File: config.mk
export PLATFORM = sky130hd
export DESIGN_NAME = button_event_decoder
export DESIGN_NICKNAME = d
export VERILOG_FILES = /design/src/rtl/btn_evt_pkg.sv /design/src/rtl/btn_evt_timer.sv /design/src/rtl/button_event_decoder.sv
export SDC_FILE = /design/constraint.sdc
export NUM_CORES = 1
export LEC_CHECK = 0
export BUFFER_PORTS_ARGS = -buffer_cell sky130_fd_sc_hd__buf_4
export CAP_MARGIN = 40
export CORE_MARGIN = 2
export CORE_UTILIZATION = 25
export CTS_CLUSTER_SIZE = 8
export DETAILED_ROUTE_END_ITERATION = 6
export PLACE_DENSITY_LB_ADDON = 0.12
export SETUP_SLACK_MARGIN = 0.4
export SLEW_MARGIN = 20
export SYNTH_ARGS = -nofsm -noshare
export SYNTH_HDL_FRONTEND = slang
export SYNTH_HIERARCHICAL = 1
export SYNTH_SLANG_ARGS = --single-unit
File: constraint.sdc
create_clock -name clk -period 3.03 [get_ports clk]
set_input_delay 0 -clock clk [delete_from_list [all_inputs] [get_ports clk]]
set_output_delay 0 -clock clk [all_outputs]
set_load 0.02 [all_outputs]
File: src/rtl/btn_evt_pkg.sv
// rtl/btn_evt_pkg.sv - shared state encodings and 100 MHz timing defaults for the button event decoder
package btn_evt_pkg;

  localparam logic [1:0] IDLE  = 2'd0;
  localparam logic [1:0] PRESS = 2'd1;
  localparam logic [1:0] HOLD  = 2'd2;

  typedef enum logic [1:0] {
    ST_IDLE  = IDLE,
    ST_PRESS = PRESS,
    ST_HOLD  = HOLD
  } state_e;

  localparam int DEF_LONG_CYCLES   = 50_000_000;
  localparam int DEF_REPEAT_CYCLES = 10_000_000;
  localparam int DEF_CNT_W         = 26;

endpackage

File: src/rtl/btn_evt_timer.sv
// rtl/btn_evt_timer.sv - hold-time counter with a registered terminal-count flag
module btn_evt_timer #(
  parameter int CNT_W = 26
) (
  input  logic             clk,
  input  logic             rst_n,
  input  logic             clear,
  input  logic             enable,
  input  logic [CNT_W-1:0] terminal,
  output logic             hit
);

  logic [CNT_W-1:0] cnt_q;
  logic [CNT_W-1:0] cnt_n;

  always_comb begin
    cnt_n = cnt_q;
    if (clear) begin
      cnt_n = '0;
    end else if (enable) begin
      cnt_n = cnt_q + CNT_W'(1);
    end
  end

  // hit mirrors (cnt == terminal) for the value being loaded, so the FSM sees it without a compare delay
  always_ff @(posedge clk or negedge rst_n) begin
    if (!rst_n) begin
      cnt_q <= '0;
      hit   <= 1'b0;
    end else begin
      cnt_q <= cnt_n;
      hit   <= (cnt_n == terminal);
    end
  end

endmodule

File: src/rtl/button_event_decoder.sv
// rtl/button_event_decoder.sv - press/release/click/long/repeat pulse decoder for a debounced button
// Optional HOLD auto-repeat is built only when BTN_EVT_REPEAT_EN is defined.
module button_event_decoder
  import btn_evt_pkg::*;
#(
  parameter int LONG_CYCLES   = DEF_LONG_CYCLES,
  parameter int REPEAT_CYCLES = DEF_REPEAT_CYCLES,
  parameter int CNT_W         = DEF_CNT_W
) (
  input  logic clk,
  input  logic rst_n,
  input  logic debounced,
  output logic press,
  output logic release_evt,
  output logic short_click,
  output logic long_press,
  output logic repeat_evt,
  output logic holding
);

  if (LONG_CYCLES < 2) begin : g_bad_long
    $error("LONG_CYCLES must be at least 2");
  end
  if (REPEAT_CYCLES < 2) begin : g_bad_repeat
    $error("REPEAT_CYCLES must be at least 2");
  end

  state_e           state_q;
  state_e           state_n;
  logic             clear;
  logic             enable;
  logic             hit;
  logic [CNT_W-1:0] terminal;
  logic             press_n;
  logic             release_n;
  logic             short_n;
  logic             long_n;
  logic             repeat_n;

  // Terminal tracks the current state; every state change also clears, so hit never leaks across states.
`ifdef BTN_EVT_REPEAT_EN
  assign terminal = (state_q == ST_HOLD) ? CNT_W'(REPEAT_CYCLES - 1) : CNT_W'(LONG_CYCLES - 1);
`else
  assign terminal = CNT_W'(LONG_CYCLES - 1);
`endif

  btn_evt_timer #(
    .CNT_W(CNT_W)
  ) u_timer (
    .clk     (clk),
    .rst_n   (rst_n),
    .clear   (clear),
    .enable  (enable),
    .terminal(terminal),
    .hit     (hit)
  );

  always_comb begin
    state_n   = state_q;
    clear     = 1'b0;
    enable    = 1'b0;
    press_n   = 1'b0;
    release_n = 1'b0;
    short_n   = 1'b0;
    long_n    = 1'b0;
    repeat_n  = 1'b0;
    case (state_q)
      ST_IDLE: begin
        if (debounced) begin
          state_n = ST_PRESS;
          press_n = 1'b1;
          clear   = 1'b1;
        end
      end
      ST_PRESS: begin
        if (!debounced) begin
          state_n   = ST_IDLE;
          release_n = 1'b1;
          short_n   = 1'b1;
          clear     = 1'b1;
        end else if (hit) begin
          state_n = ST_HOLD;
          long_n  = 1'b1;
          clear   = 1'b1;
        end else begin
          enable = 1'b1;
        end
      end
      ST_HOLD: begin
        if (!debounced) begin
          state_n   = ST_IDLE;
          release_n = 1'b1;
          clear     = 1'b1;
        end
`ifdef BTN_EVT_REPEAT_EN
        else if (hit) begin
          repeat_n = 1'b1;
          clear    = 1'b1;
        end else begin
          enable = 1'b1;
        end
`endif
      end
      default: begin
        state_n = ST_IDLE;
        clear   = 1'b1;
      end
    endcase
  end

  always_ff @(posedge clk or negedge rst_n) begin
    if (!rst_n) begin
      state_q     <= ST_IDLE;
      press       <= 1'b0;
      release_evt <= 1'b0;
      short_click <= 1'b0;
      long_press  <= 1'b0;
      repeat_evt  <= 1'b0;
      holding     <= 1'b0;
    end else begin
      state_q     <= state_n;
      press       <= press_n;
      release_evt <= release_n;
      short_click <= short_n;
      long_press  <= long_n;
      repeat_evt  <= repeat_n;
      holding     <= (state_n == ST_HOLD);
    end
  end

endmodule

# Word level (Yosys, flattened, before mapping)
# Index checks and enable logic that the tools add are counted.
op_classes:
  addsub: 1
  eq_ne: 4
  mux: 20
  reduce_logical: 2
op_table:
  columns: ["operator", "n"]
  rows:
  - ["2-to-1 mux 26 bit", 2]
  - ["adder 26 x 1 -> 26 bit (second input constant)", 1]
  - ["== test 26 bit (second input constant)", 1]
  - ["2-to-1 mux 1 bit", 12]
  - ["2-to-1 mux 2 bit", 4]
  - ["one-hot mux 2 bit (3 select lines)", 1]
  - ["== test 2 bit (second input constant)", 2]
  - ["one-hot mux 1 bit (3 select lines)", 1]
  - ["== test 2 x 1 -> 1 bit (second input constant)", 1]
  - ["zero test 2 bit", 1]
  - ["OR reduction 2 bit", 1]
totals:
  regBits: 34
  in_bits: 3
  out_inout_bits: 6
  word_cells: 35

# Logic depth before layout (Yosys ltp)
logic_depth:
  ltp_word: 6
  mapped_depth: 13
  mapped_depth_nobuf: 12

# Modules after synthesis
# Netlist, hierarchy kept.
by_module_without_submodules:
  columns: ["module", "instances", "cells_per_inst", "area_each_um2", "seq_area_each_um2"]
  rows:
  - ["btn_evt_timer", 1, 208, 1869.3, 675.6]
  - ["button_event_decoder", 1, 37, 385.4, 175.2]

# Least setup slack after synthesis
# No wires, ideal clock.
synth_path:
  path_kind: "register to register"
  startpoint: "register state_q[1]"
  endpoint: "register u_timer.hit"
  t_arrival_ns: 2.652
  setup_slack_ns: 0.310
  stages_incl_launch_ff: 14
  path_buffers: 2
  synth_period_minus_slack_ns: 2.720
  cell_sequence: "dfrtp_1 > clkinv_1 > ha_1 > nand2_1 > nor2_1 > buf_4 > nand4_1 > or4_1 > buf_2 > or4_1 > a21oi_2 > xor2_1 > nor4b_1 > and4b_1"
synth_via:
  elab_chain_cells: 5
  elab_cells_between_ends: 8
  cone_classes: "3 x eq/ne; 4 x mux; 1 x reduce/logical"
synth_rtl:
  columns: ["element", "line", "text"]
  rows:
  - ["start: declaration", "button_event_decoder.sv:28", "state_e state_q;"]
  - ["start signal: assignment", "button_event_decoder.sv:121", "state_q <= state_n;"]
  - ["== test 2 x 1 -> 1 bit", "button_event_decoder.sv:67", "case (state_q)"]
  - ["2-to-1 mux 1 bit", "button_event_decoder.sv:67", null]
  - ["net enable", "button_event_decoder.sv:31", "logic enable;"]
  - ["2-to-1 mux 26 bit", "btn_evt_timer.sv:20", "end else if (enable) begin"]
  - ["2-to-1 mux 26 bit", "btn_evt_timer.sv:18", "if (clear) begin"]
  - ["net u_timer.cnt_n[25]", "btn_evt_timer.sv:14", "logic [CNT_W-1:0] cnt_n;"]
  - ["== test 26 bit", "btn_evt_timer.sv:32", "hit <= (cnt_n == terminal);"]
  - ["end signal: assignment", "btn_evt_timer.sv:32", null]
  - ["end: declaration", "btn_evt_timer.sv:10", "output logic hit"]
# The timed path passes the listed nets, and every way through them passes these cells.

# Worst setup path after layout
# Ends and elaborated chain as after synthesis.

==> flow_summary.yaml <==
timing:
  finalSetupTns_ns: 0
  fmaxAchievable_mhz: 361
  setup_viol: 0
  rsz0062_at_grt: "true"
  min_period_ns: 2.77
  fin_crit_sh_pct: 91.3
  slew_viol_final: 0
  hold_viol: 0
  fin_skew_ns: 0.0107
synthesis:
  ys_warn_count: 6
  async_flop_share_pct: 100
  postSynthAreaPerCell_um2: 9.20
  synth_seq_cells: 34
  ys_types: 53
  synth_area_um2: 2250
  synth.yosys.seq_area_share_pct: 37.7
  synth_ff_type: "dfrtp_1"
  syn_inst: 245
  synth_edf_count: 0
routing:
  vias: 1849
  viasPerCell: 4.44
  routedWlPerCell_um: 13.1
  drt-pass1-iter-count: 4
  ant_nets: 0
  drtIter0Drc: 64
  wl_um: 5430
  drcViolationCount: 0
die:
  initial_core_util_pct: 25.9
  die-area_um2: 9790
  core_um2: 8720
  rows: 34
  io_pins: 9
  die_h_um: 99.0
  die_w_um: 99.0
global_route:
  use_met3_pct: 1.91
  grt_use_met2_pct: 18.0
  grt_max_degree: 35
  grt_pass1_wl_um: 9260
  grt_pass1_vias: 1749
  track_usage_pct: 12.1
  antenna_found_initial: 0
  grt_use_met1_pct: 17.7
  busiest_layer: "met2"
  overflow: 0
finish:
  finalNetCount: 316
  multi_input_area_um2: 1510
  fillers: 870
  final_cell_mix: "conb_1, dfrtp_1, nor2_1, buf_4, nand4_1"
  seq_area_um2: 852
  antennaDiodeCount: 0
  final_cells: 416
  final_common_cell: "conb_1"
  synthToLayoutAreaGrowth_pct: 27.3
  final_cell_area_um2: 2870
  layout-drive-gt1-share_pct: 18.2
  post-route-util_pct: 32.9
run:
  maxCapViolCount: 0
placement:
  place_inst: 400
  io_buffers: 7
  dpl_cell_area_um2: 2630
  gp_congestion: 0.763
  hpwl_um: 3960
clock_tree:
  clk_pin_slew_worst_paths_ns: 0.08
  cts_num_sinks: 34
  numCtsBuffers: 5
  clkLatencyLatePin_ns: 0.29
  cts_buffer_depth: 2
  clock-root-buffer: "clkbuf_8"
  htreeDepth: 2
  tritoncts: "yes"
run_status:
  status: "complete, no violations"
worst_setup_path:
  path_cells: "clkinv_2, ha_4, nand2_1, nor2_1, buf_4, nand4_1, or4_4, or4_1, a21oi_2, xor2_1, nor4b_1, and4b_1"
  required_ns: 3.27
  worstSetupStartpointType: "register"
  critical_path_arrival_ns: 3.00
  crit_type: "reg -> reg"
  cp_max_fo: 6
  worst_path_largest_cell_delay_ns: 0.49
  cp_slowest_cell: "or4_4"
  crit_path_end_kind: "register"
pwr:
  powerDensity_nw_per_um2: 468
  peakVddDrop_v: 0.000168
  p_leak_nw: 1.31
min_path:
  hold_path.class: "in -> reg"
-- area by class of cell --
cell class | count | area share (%)
Multi-Input combinational cell | 227 | 52.6
Sequential cell | 34 | 29.7
Timing Repair Buffer | 26 | 7.32
Tap cell | 108 | 4.71
Clock buffer | 5 | 2.40
Inverter | 13 | 1.74
Clock inverter | 3 | 1.57
-- power breakdown --
group	total (W)	switching, W	leakage (nW)	internal [W]
Clock	0.000439	0.000194	0.0504	0.000245
Sequential	0.000501	0.0000205	0.468	0.000481
Combinational	0.000405	0.000231	0.786	0.000173
Total	0.00134	0.000446	1.31	0.000899
-- logic make-up (layout without fill, tap and decap cells) --
family | after synthesis | count (layout) | share of synthesized area (%)
AOI/OAI and AO/OA | 37 | 37 | 11.3
buffers and inverters | 24 | 47 | 4.83
xor gates and xnor gates | 27 | 27 | 10.5
other | 2 | 42 | 0.333
adders and majority gates | 6 | 6 | 3.33
DFF | 34 | 34 | 37.7
and+or+nand+nor | 106 | 106 | 27.6
muxes | 9 | 9 | 4.38
-- final timing paths --
kind | startpoint | end | slack, ns | depth (start not counted)
hold reg to reg | u_timer/cnt_q[25]$_DFF_PN0_ | u_timer/cnt_q[25]$_DFF_PN0_ | 0.57 | 2
hold / removal | debounced | long_press$_DFF_PN0_ | 0.03 | 2
min in group asynchronous | rst_n | u_timer/cnt_q[4]$_DFF_PN0_ | 0.21 | 2
setup reg to reg | state_q[1]$_DFF_PN0_ | u_timer/hit$_DFF_PN0_ | 0.26 | 12
max in group asynchronous | rst_n | state_q[0]$_DFF_PN0_ | 2.47 | 2
setup / recovery | state_q[1]$_DFF_PN0_ | u_timer/hit$_DFF_PN0_ | 0.26 | 12
-- cell usage after synthesis (all sizes together), types with 6 or more instances --
| library cell | n | area (um2) |
|---|---|---|
| a21oi | 11 | 58.8 |
| and3 | 7 | 43.8 |
| buf | 6 | 41.3 |
| dfrtp | 34 | 851 |
| ha | 6 | 75.1 |
| inv | 12 | 45.0 |
| mux2 | 7 | 78.8 |
| nand2 | 12 | 45.0 |
| nand4 | 16 | 115 |
| nor2 | 21 | 78.8 |
| nor2b | 10 | 62.6 |
| nor3 | 7 | 45.0 |
| nor4 | 8 | 50.1 |
| o21ai | 8 | 40.0 |
| or3 | 7 | 46.3 |
| xnor2 | 15 | 131 |
| xor2 | 12 | 105 |
-- flip-flops by register name, indices dropped and copies added, names as in the netlist --
register / cells
press: 1
short_click: 1
long_press: 1
holding: 1
release_evt: 1
u_timer/hit: 1
u_timer/cnt_q: 26
state_q: 2
-- per-layer routing --
metal | vias up | routed length, um | part of all wire [%]
li1 | 957 | - | -
met1 | 872 | 2860 | 53
met2 | 15 | 2400 | 44
met3 | 5 | 102 | 1.9
met4 | 0 | 71 | 1.3
met5 | - | 0 | 0
-- per-stage QoR --
step / setup slack (ns) / power (W) / hold slack [ns]
after CTS: 0.231 / 0.00136 / 0.0232
after detailed placement: 0.149 / 0.000881 / 0.0118
after global placement: 0.137 / 0.000887 / 0.00562
after global routing: 0.0289 / 0.00144 / 0.0194
after floorplan: 0.414 / 0.000772 / -0.296
final: 0.262 / 0.00134 / 0.0300
-- worst max-delay path: cells and delay by family, from the launching register on --
family,cells,cell delay [ns]
and+or+nand+nor,7,1.62
DFF,1,0.42
buffers and inverters,2,0.25
xor gates and xnor gates,1,0.08
adders and majority gates,1,0.16
AOI/OAI and AO/OA,1,0.17
-- repair_timing --
| item | in CTS | in global routing |
|---|---|---|
| buffers inserted | 5 | 0 |
| setup endpoints to repair | 1 | 1 |
| pin swaps | 1 | 1 |
| hold endpoints to repair | 36 | 0 |
| hold buffers | 3 | 0 |
| gates resized for setup | 9 | 2 |
Note: power is estimated with default switching activity, not from simulation.
